`config.mk`:
```
export PLATFORM = sky130hd
export DESIGN_NAME = binary_to_bcd_seq
export DESIGN_NICKNAME = d
export VERILOG_FILES = /design/src/rtl/bcd_pkg.sv /design/src/rtl/bcd_digit_adjust.sv /design/src/rtl/binary_to_bcd_seq.sv
export SDC_FILE = /design/constraint.sdc
export NUM_CORES = 1
export LEC_CHECK = 0
export BUFFER_PORTS_ARGS = -buffer_cell sky130_fd_sc_hd__buf_2
export CAP_MARGIN = 5
export CORE_ASPECT_RATIO = 1.5
export CORE_MARGIN = 8
export CORE_UTILIZATION = 30
export CTS_CLUSTER_SIZE = 14
export DETAILED_ROUTE_END_ITERATION = 8
export HOLD_SLACK_MARGIN = 0.15
export SYNTH_ARGS = -nofsm -noshare
export SYNTH_HDL_FRONTEND = slang
export SYNTH_HIERARCHICAL = 1
export SYNTH_SLANG_ARGS = --single-unit
```
`constraint.sdc`:
```
create_clock -name clk -period 3.1 [get_ports clk]
set_clock_uncertainty 0.15 [all_clocks]
set_input_delay 0.62 -clock clk [delete_from_list [all_inputs] [get_ports clk]]
set_output_delay 0.62 -clock clk [all_outputs]
set_load 0.02 [all_outputs]
```
`src/rtl/bcd_pkg.sv`:
```
// Shared types and constants for the sequential binary-to-BCD converter.
// bcd_max gives the largest value the digit field can show, clipped to the input range.
package bcd_pkg;

  typedef logic [3:0] bcd_digit_t;

  typedef enum logic {
    IDLE,
    CONVERT
  } bcd_state_e;

  localparam bcd_digit_t BCD_NINE = 4'd9;

  localparam int BCD_WIDE = 256;
  typedef logic [BCD_WIDE-1:0] bcd_wide_t;

  function automatic bcd_wide_t bcd_max(
    input int width,
    input int digits
  );
    bcd_wide_t lim;
    bcd_wide_t val;
    if (width >= BCD_WIDE) lim = '1;
    else lim = (bcd_wide_t'(1) << width)
             - bcd_wide_t'(1);
    val = '0;
    for (int d = 0; d < digits; d++) begin
      if (val > (lim - bcd_wide_t'(9))
                / bcd_wide_t'(10))
        return lim;
      val = val * bcd_wide_t'(10)
          + bcd_wide_t'(9);
    end
    return val;
  endfunction

endpackage

```
`src/rtl/bcd_digit_adjust.sv`:
```
// Double-dabble digit correction: add 3 to a BCD digit of 5 or more.
// Four-bit result, any carry out is dropped.
module bcd_digit_adjust
  import bcd_pkg::*;
(
  input  bcd_digit_t digit,
  output bcd_digit_t adjusted
);

  assign adjusted = (digit >= 4'd5)
                  ? digit + 4'd3
                  : digit;

endmodule

```
`src/rtl/binary_to_bcd_seq.sv`:
```
// Sequential double-dabble binary-to-BCD converter, one bit per clock,
// with start/done handshake, overflow saturation and leading-zero mask.
module binary_to_bcd_seq
  import bcd_pkg::*;
#(
  parameter int WIDTH  = 32,
  parameter int DIGITS = 10
) (
  input  logic                  clk,
  input  logic                  rst_n,
  input  logic                  start,
  input  logic [WIDTH-1:0]      binary,
  output logic                  busy,
  output logic                  done,
  output logic [4*DIGITS-1:0]   bcd,
  output logic                  overflow,
  output logic [DIGITS-1:0]     lz_mask
);

  localparam int CW = $clog2(WIDTH + 1);
  localparam int DW = 4 * DIGITS;
  localparam bcd_wide_t MAX_W = bcd_max(WIDTH, DIGITS);
  localparam bcd_wide_t LIM_W =
    (bcd_wide_t'(1) << WIDTH) - bcd_wide_t'(1);
  localparam logic [WIDTH-1:0] MAX = MAX_W[WIDTH-1:0];
  localparam bit OVF_POSSIBLE = MAX_W < LIM_W;
  localparam logic [CW-1:0] LAST = CW'(WIDTH - 1);
  localparam logic [DW-1:0] SAT = {DIGITS{BCD_NINE}};
  localparam logic [DIGITS-1:0] LZ_RST =
    {DIGITS{1'b1}} << 1;

  bcd_state_e        state_q;
  bcd_state_e        state_d;
  logic [CW-1:0]     cnt_q;
  logic [WIDTH-1:0]  shift_q;
  logic [DW-1:0]     dig_q;
  logic [DW-1:0]     adj;
  logic [DW-1:0]     dig_nxt;
  logic [DW-1:0]     bcd_load;
  logic [DIGITS-1:0] lz_nxt;
  logic              zero_above;
  logic              ovf_q;
  logic              ovf_fin;
  logic              ovf_cmp;
  logic              last;

  if (OVF_POSSIBLE) begin : g_ovf
    assign ovf_cmp = binary > MAX;
  end else begin : g_no_ovf
    assign ovf_cmp = 1'b0;
  end

  for (genvar g = 0; g < DIGITS; g++) begin : g_adj
    bcd_digit_adjust u_adj (
      .digit    (dig_q[4*g +: 4]),
      .adjusted (adj[4*g +: 4])
    );
  end

  assign last    = cnt_q == LAST;
  assign dig_nxt = {adj[DW-2:0], shift_q[WIDTH-1]};
  // A bit leaving the top digit only happens on overflow.
  assign ovf_fin = ovf_q | adj[DW-1];
  assign bcd_load = ovf_fin ? SAT : dig_nxt;

  always_comb begin
    lz_nxt     = '0;
    zero_above = 1'b1;
    for (int i = DIGITS - 1; i >= 1; i--) begin
      zero_above = zero_above
                 & (bcd_load[4*i +: 4] == 4'd0);
      lz_nxt[i]  = zero_above;
    end
  end

  always_ff @(posedge clk or negedge rst_n) begin
    if (!rst_n) state_q <= IDLE;
    else        state_q <= state_d;
  end

  always_comb begin
    state_d = state_q;
    unique case (state_q)
      IDLE:    if (start) state_d = CONVERT;
      CONVERT: if (last)  state_d = IDLE;
    endcase
  end

  always_comb begin
    busy = 1'b0;
    unique case (state_q)
      IDLE:    busy = 1'b0;
      CONVERT: busy = 1'b1;
    endcase
  end

  always_ff @(posedge clk or negedge rst_n) begin
    if (!rst_n) begin
      cnt_q    <= '0;
      shift_q  <= '0;
      dig_q    <= '0;
      ovf_q    <= 1'b0;
      bcd      <= '0;
      overflow <= 1'b0;
      lz_mask  <= LZ_RST;
      done     <= 1'b0;
    end else begin
      done <= 1'b0;
      unique case (state_q)
        IDLE: begin
          if (start) begin
            shift_q <= binary;
            dig_q   <= '0;
            cnt_q   <= '0;
            ovf_q   <= ovf_cmp;
          end
        end
        CONVERT: begin
          shift_q <= shift_q << 1;
          dig_q   <= dig_nxt;
          cnt_q   <= cnt_q + CW'(1);
          ovf_q   <= ovf_fin;
          if (last) begin
            bcd      <= bcd_load;
            overflow <= ovf_fin;
            lz_mask  <= lz_nxt;
            done     <= 1'b1;
          end
        end
      endcase
    end
  end

endmodule

```
Word level (Yosys, flattened, before mapping). Index checks and enable logic that the tools add are counted.

Register bits after elaboration: 131. Input port bits: 35. Word-level logic and storage cells: 77.

Add/sub/neg operators: 11. $lt $le $gt $ge: 10. Equal/unequal tests: 2. Muxes and demuxes: 25. Bitwise gates (word level): 10. Reduce and logical (&&, ||, !) cells: 10.

Operators by type and width (number): 40-bit two-way mux (2); 40-bit one-hot mux with 2 select lines (1); 32-bit one-hot mux with 2 select lines (1); 4-bit by 2-bit adder with 4-bit output, second input constant (10); 4-bit by 3-bit greater-or-equal comparator with 1-bit output, second input constant (10); 4-bit two-way mux (10); 4-bit zero test (9); 32-bit two-way mux (1); 6-bit one-hot mux with 2 select lines (1); 1-bit AND (8); 6-bit by 1-bit adder with 6-bit output, second input constant (1); 6-bit by 5-bit == test with 1-bit output, second input constant (1); 6-bit two-way mux (1); 1-bit one-hot mux with 2 select lines (3); 1-bit two-way mux (5); 2-bit != test, second input constant (1); 2-bit AND reduction (1); 1-bit NOT (1); 1-bit OR (1).

Depth between registers and ports, before layout.
Word-level depth: 13. Mapped depth: 10. Depth with buffers taken out: 9.

Cells and area by module. The synthesis kept the hierarchy.

By module, submodules not included: binary_to_bcd_seq (times used 1, cells an instance 489, area each 5340.1 um^2); bcd_digit_adjust (times used 10, cells an instance 16, area each 101.3 um^2).

Worst setup path after synthesis. No wires, ideal clock.

Kind: reg-to-reg. Start: register dig_q[28]. End: register lz_mask[4]. Library setup time: 0.097 ns. Arrival: 2.200 ns. Required time: 2.853 ns. Setup slack: 0.653 ns. Stages on the path, launching flop included: 9. Path buffers: 0. Cell sequence: dfrtp_1 -> ha_1 -> nand2b_1 -> a21oi_2 -> mux2i_1 -> or3_1 -> nor4_2 -> nand3b_1 -> o41ai_2.

Elaborated cells between the ends (all ways): 11. Those cells by class: add/sub (1); order compare (1); mux (2); bitwise (5); reduce/logical (2).

RTL lines: start, declared (line binary_to_bcd_seq.sv:36) `logic [DW-1:0] dig_q;`; start signal, assigned (line binary_to_bcd_seq.sv:120) `dig_q <= dig_nxt;`; 4-bit by 2-bit adder with 4-bit output or 4-bit by 3-bit greater-or-equal comparator with 1-bit output (tied branches) (line bcd_digit_adjust.sv:11, bcd_digit_adjust.sv:10); 4-bit two-way mux * (line bcd_digit_adjust.sv:11) `? digit + 4'd3`; via adj[29] (line binary_to_bcd_seq.sv:37) `logic [DW-1:0] adj;`; 40-bit two-way mux * (line binary_to_bcd_seq.sv:64) `assign bcd_load = ovf_fin ? SAT : dig_nxt;`; 4-bit zero test * (line binary_to_bcd_seq.sv:71) `& (bcd_load[4*i +: 4] == 4'd0);`; 1-bit AND * (4 in a row) (line binary_to_bcd_seq.sv:71); end signal, assigned (line binary_to_bcd_seq.sv:126) `lz_mask <= lz_nxt;`; end, declared (line binary_to_bcd_seq.sv:17) `output logic [DIGITS-1:0] lz_mask`.

Mark *: on every way through the listed nets, which the timed path passes. The rest lies on a longest branch. A chain may end at the register's enable or synchronous reset.

Worst setup path in the final report.
Start: register state_q. End: output busy.

Word-level cells in the longest chain between the ends: 2.

RTL lines: start, declared (line binary_to_bcd_seq.sv:32) `bcd_state_e state_q;`; start signal, assigned (line binary_to_bcd_seq.sv:78) `else state_q <= state_d;`; 1-bit NOT; 1-bit one-hot mux with 2 select lines * (line binary_to_bcd_seq.sv:91) `unique case (state_q)`; end, declared (line binary_to_bcd_seq.sv:13) `output logic busy,`.

Mark *: on every way between the ends. The rest lies on a longest branch, timed or not.

==> results.cfg <==
[cts]
cts_tree = done
cts-root-buf = clkbuf_16
cts.repair.resized = 0
clk_latency_ns = 0.42
postCtsHoldBufs = 1
cts.sinks = 131
numCtsBuffers = 17
htree_levels = 4
clockBufferDepth = 2
cts_setup_buffers = 0
clk_pin_slew_ns = 0.05

[floorplan]
io_pins = 88
fp.dieW_um = 134.8
die_h_um = 194.2
die_area_sq_um = 26190
start_util_pct = 30.40
coreArea_sq_um = 20900
num_rows = 65

[flow_run]
maxCapViolCount = 0

[routing]
routed-via-count = 4829
drtIter0Drc = 234
detail-route-antenna-nets = 0
route.detailed.drc = 0
totalWireLength_mm = 15.15
via_per_inst = 4.776
wire_per_inst_um = 14.98
firstDrtPassIters = 4

[timing]
finalSetupTns_ns = 0
rsz0062_at_grt = false
slew_headroom_pct = 30.27
report.final.slew_viol_count = 0
setup_viol = 0
post-route-period-util_pct = 88.81
tightest_slew_ns = 1.046
fmax_mhz = 363.2
hold_slack_ns = 0.3070
final_hold_viol_count = 0
fin_crit_ns = 2.753
setup_slack_ns = 0.3468

[critical_path]
worstPathRequired_ns = 2.33
r2r_start = dig_q[36]
cp_max_fo = 114
endpoint_kind = primary output
crit_slowest_cell = buf_4
slowest_delay_ns = 0.78
critical-path-top-delay-family = buffers and inverters
crit_type = reg2out
worst_ep_arrival_time_ns = 1.98
startpoint_type = flop
path_cells = buf_4, buf_2
path_buf_inv = 2
startpoint = state_q

[placement]
io_buffers = 86
gp_congestion = 0.7645
dp_hpwl_mm = 10.44
post-place-ws_ns = 0.4448

[synth]
synth-async-reset-ratio_pct = 100.0
ys.flop_type = dfrtp_1
synth.distinct_cells = 39
synth_cells = 649
synth_area_per_cell_sq_um = 9.790
yosys_warnings = 6
syn_nets = 705
syn_area_sq_um = 6354
synth_edf_count = 0
ys_seq_elements = 131
synth_seq_area_share_pct = 51.77

[hold_path]
worstHoldStart = bcd[18]
hold_class = reg2reg

[global_routing]
antenna_found_initial = 0
grt_usage_pct = 12.04
grt_overflow_total = 0
grt_pass1_vias = 4915
grt_pass1_wl_mm = 25.27
grt_max_degree = 115

[pwr]
p_leak_nw = 3.827
irDropWorstVdd_v = 0.0003832
power.density_nw_per_um2 = 1058
p_total_mw = 8.118

[cells_and_area]
final_common_cell = nand2_1
syn_to_final_growth_pct = 20.72
num-nets-final = 786
final_cell_mix = 159 x nand2_1, 121 x dfrtp_1, 85 x buf_2
nFillCells = 2120
layout-drive-gt1-share_pct = 21.40
n_antenna_cell = 0

[status]
status = finished clean
==> cell type report <==
cell class              instances  area [sq um]  share of cell area [%]
clock buffers                  22         474.2                   6.183
clock inverters                10         107.6                   1.403
inverters                      22         82.58                   1.077
multi-input cells             461          2830                   36.90
flip-flops and latches        131          3293                   42.94
well taps                     268         335.3                   4.372
repair buffers                 97         546.8                   7.129
==> worst paths after layout <==
kind / end / slack [ns] / depth (start not counted)
worst max-delay path: busy / 0.35 / 2
worst min-delay path: bcd[18] / 0.31 / 2
worst max register to register: lz_mask[4] / 0.41 / 8
worst min register to register: bcd[18] / 0.31 / 2
max in group asynchronous: state_q / 1.51 / 3
min in group asynchronous: bcd[33] / 0.60 / 2
==> worst reg2reg max path: stages (launching register included) <==
cell	delay [ns]
dfrtp_1	0.43
ha_1	0.21
nand2b_1	0.16
a21oi_2	0.19
mux2i_1	0.14
nor4_1	0.37
nand4b_1	0.31
nand3b_1	0.29
o41ai_2	0.34
==> sequential cells by signal, summed over array words and instances, names as in the netlist <==
signal    cells
bcd          40
dig_q        40
shift_q      32
lz_mask       9
cnt_q         6
done          1
overflow      1
ovf_q         1
state_q       1
==> cells by family after synthesis <==
family	synth area share (%)
DFF	51.77
xor gates and xnor gates	1.516
muxes	7.483
AOI/OAI and AO/OA	14.06
and+or+nand+nor	17.25
buffers and inverters	3.722
other	0.05902
adders and majority gates	4.135
==> cells in the mapped netlist, types with 2 or more instances <==
library cell	count	share of area, %
nand2_1	159	9.4
dfrtp_1	122	48
o21ai_0	67	5.3
mux2i_1	43	6.8
a22o_1	40	5.5
clkbuf_1	23	1.4
nand2b_1	23	2.3
nand3_1	23	1.8
ha_1	21	4.1
inv_1	21	1.2
nor2_1	17	1.0
o21ai_1	11	0.87
xnor2_1	11	1.5
a21oi_2	10	1.4
buf_2	9	0.71
dfstp_2	9	3.7
or3_1	9	0.89
mux2_2	4	0.71
nor3_1	4	0.32
nand4b_1	2	0.28
nor4_1	2	0.20
o41ai_2	2	0.51
==> report_power, final <==
part / total (mW) / internal (mW) / switching (mW)
combinational: 3.21 / 1.39 / 1.81
sequential: 2.93 / 2.40 / 0.530
clock: 1.98 / 1.24 / 0.745
total: 8.12 / 5.03 / 3.09
==> through the flow <==
step	instance area, sq um	utilization, %	cells
final	7670	36.70	1011
after global routing	7670	36.70	1011
after CTS	7670	36.70	1011
after detailed placement	7078	33.86	978
after global placement	7078	33.86	978
after floorplan	6354	-	649
==> metal layers <==
metal	wire length (um)	GRT usage [%]	part of all wire [%]	vias up
met1	6331	13.35	42	2350
met3	592	3.034	3.9	19
li1	-	-	-	2378
met4	329	5.261	2.2	0
met2	7895	21.06	52	82
met5	0	0	0	-
(Power assumes the default switching activity.)
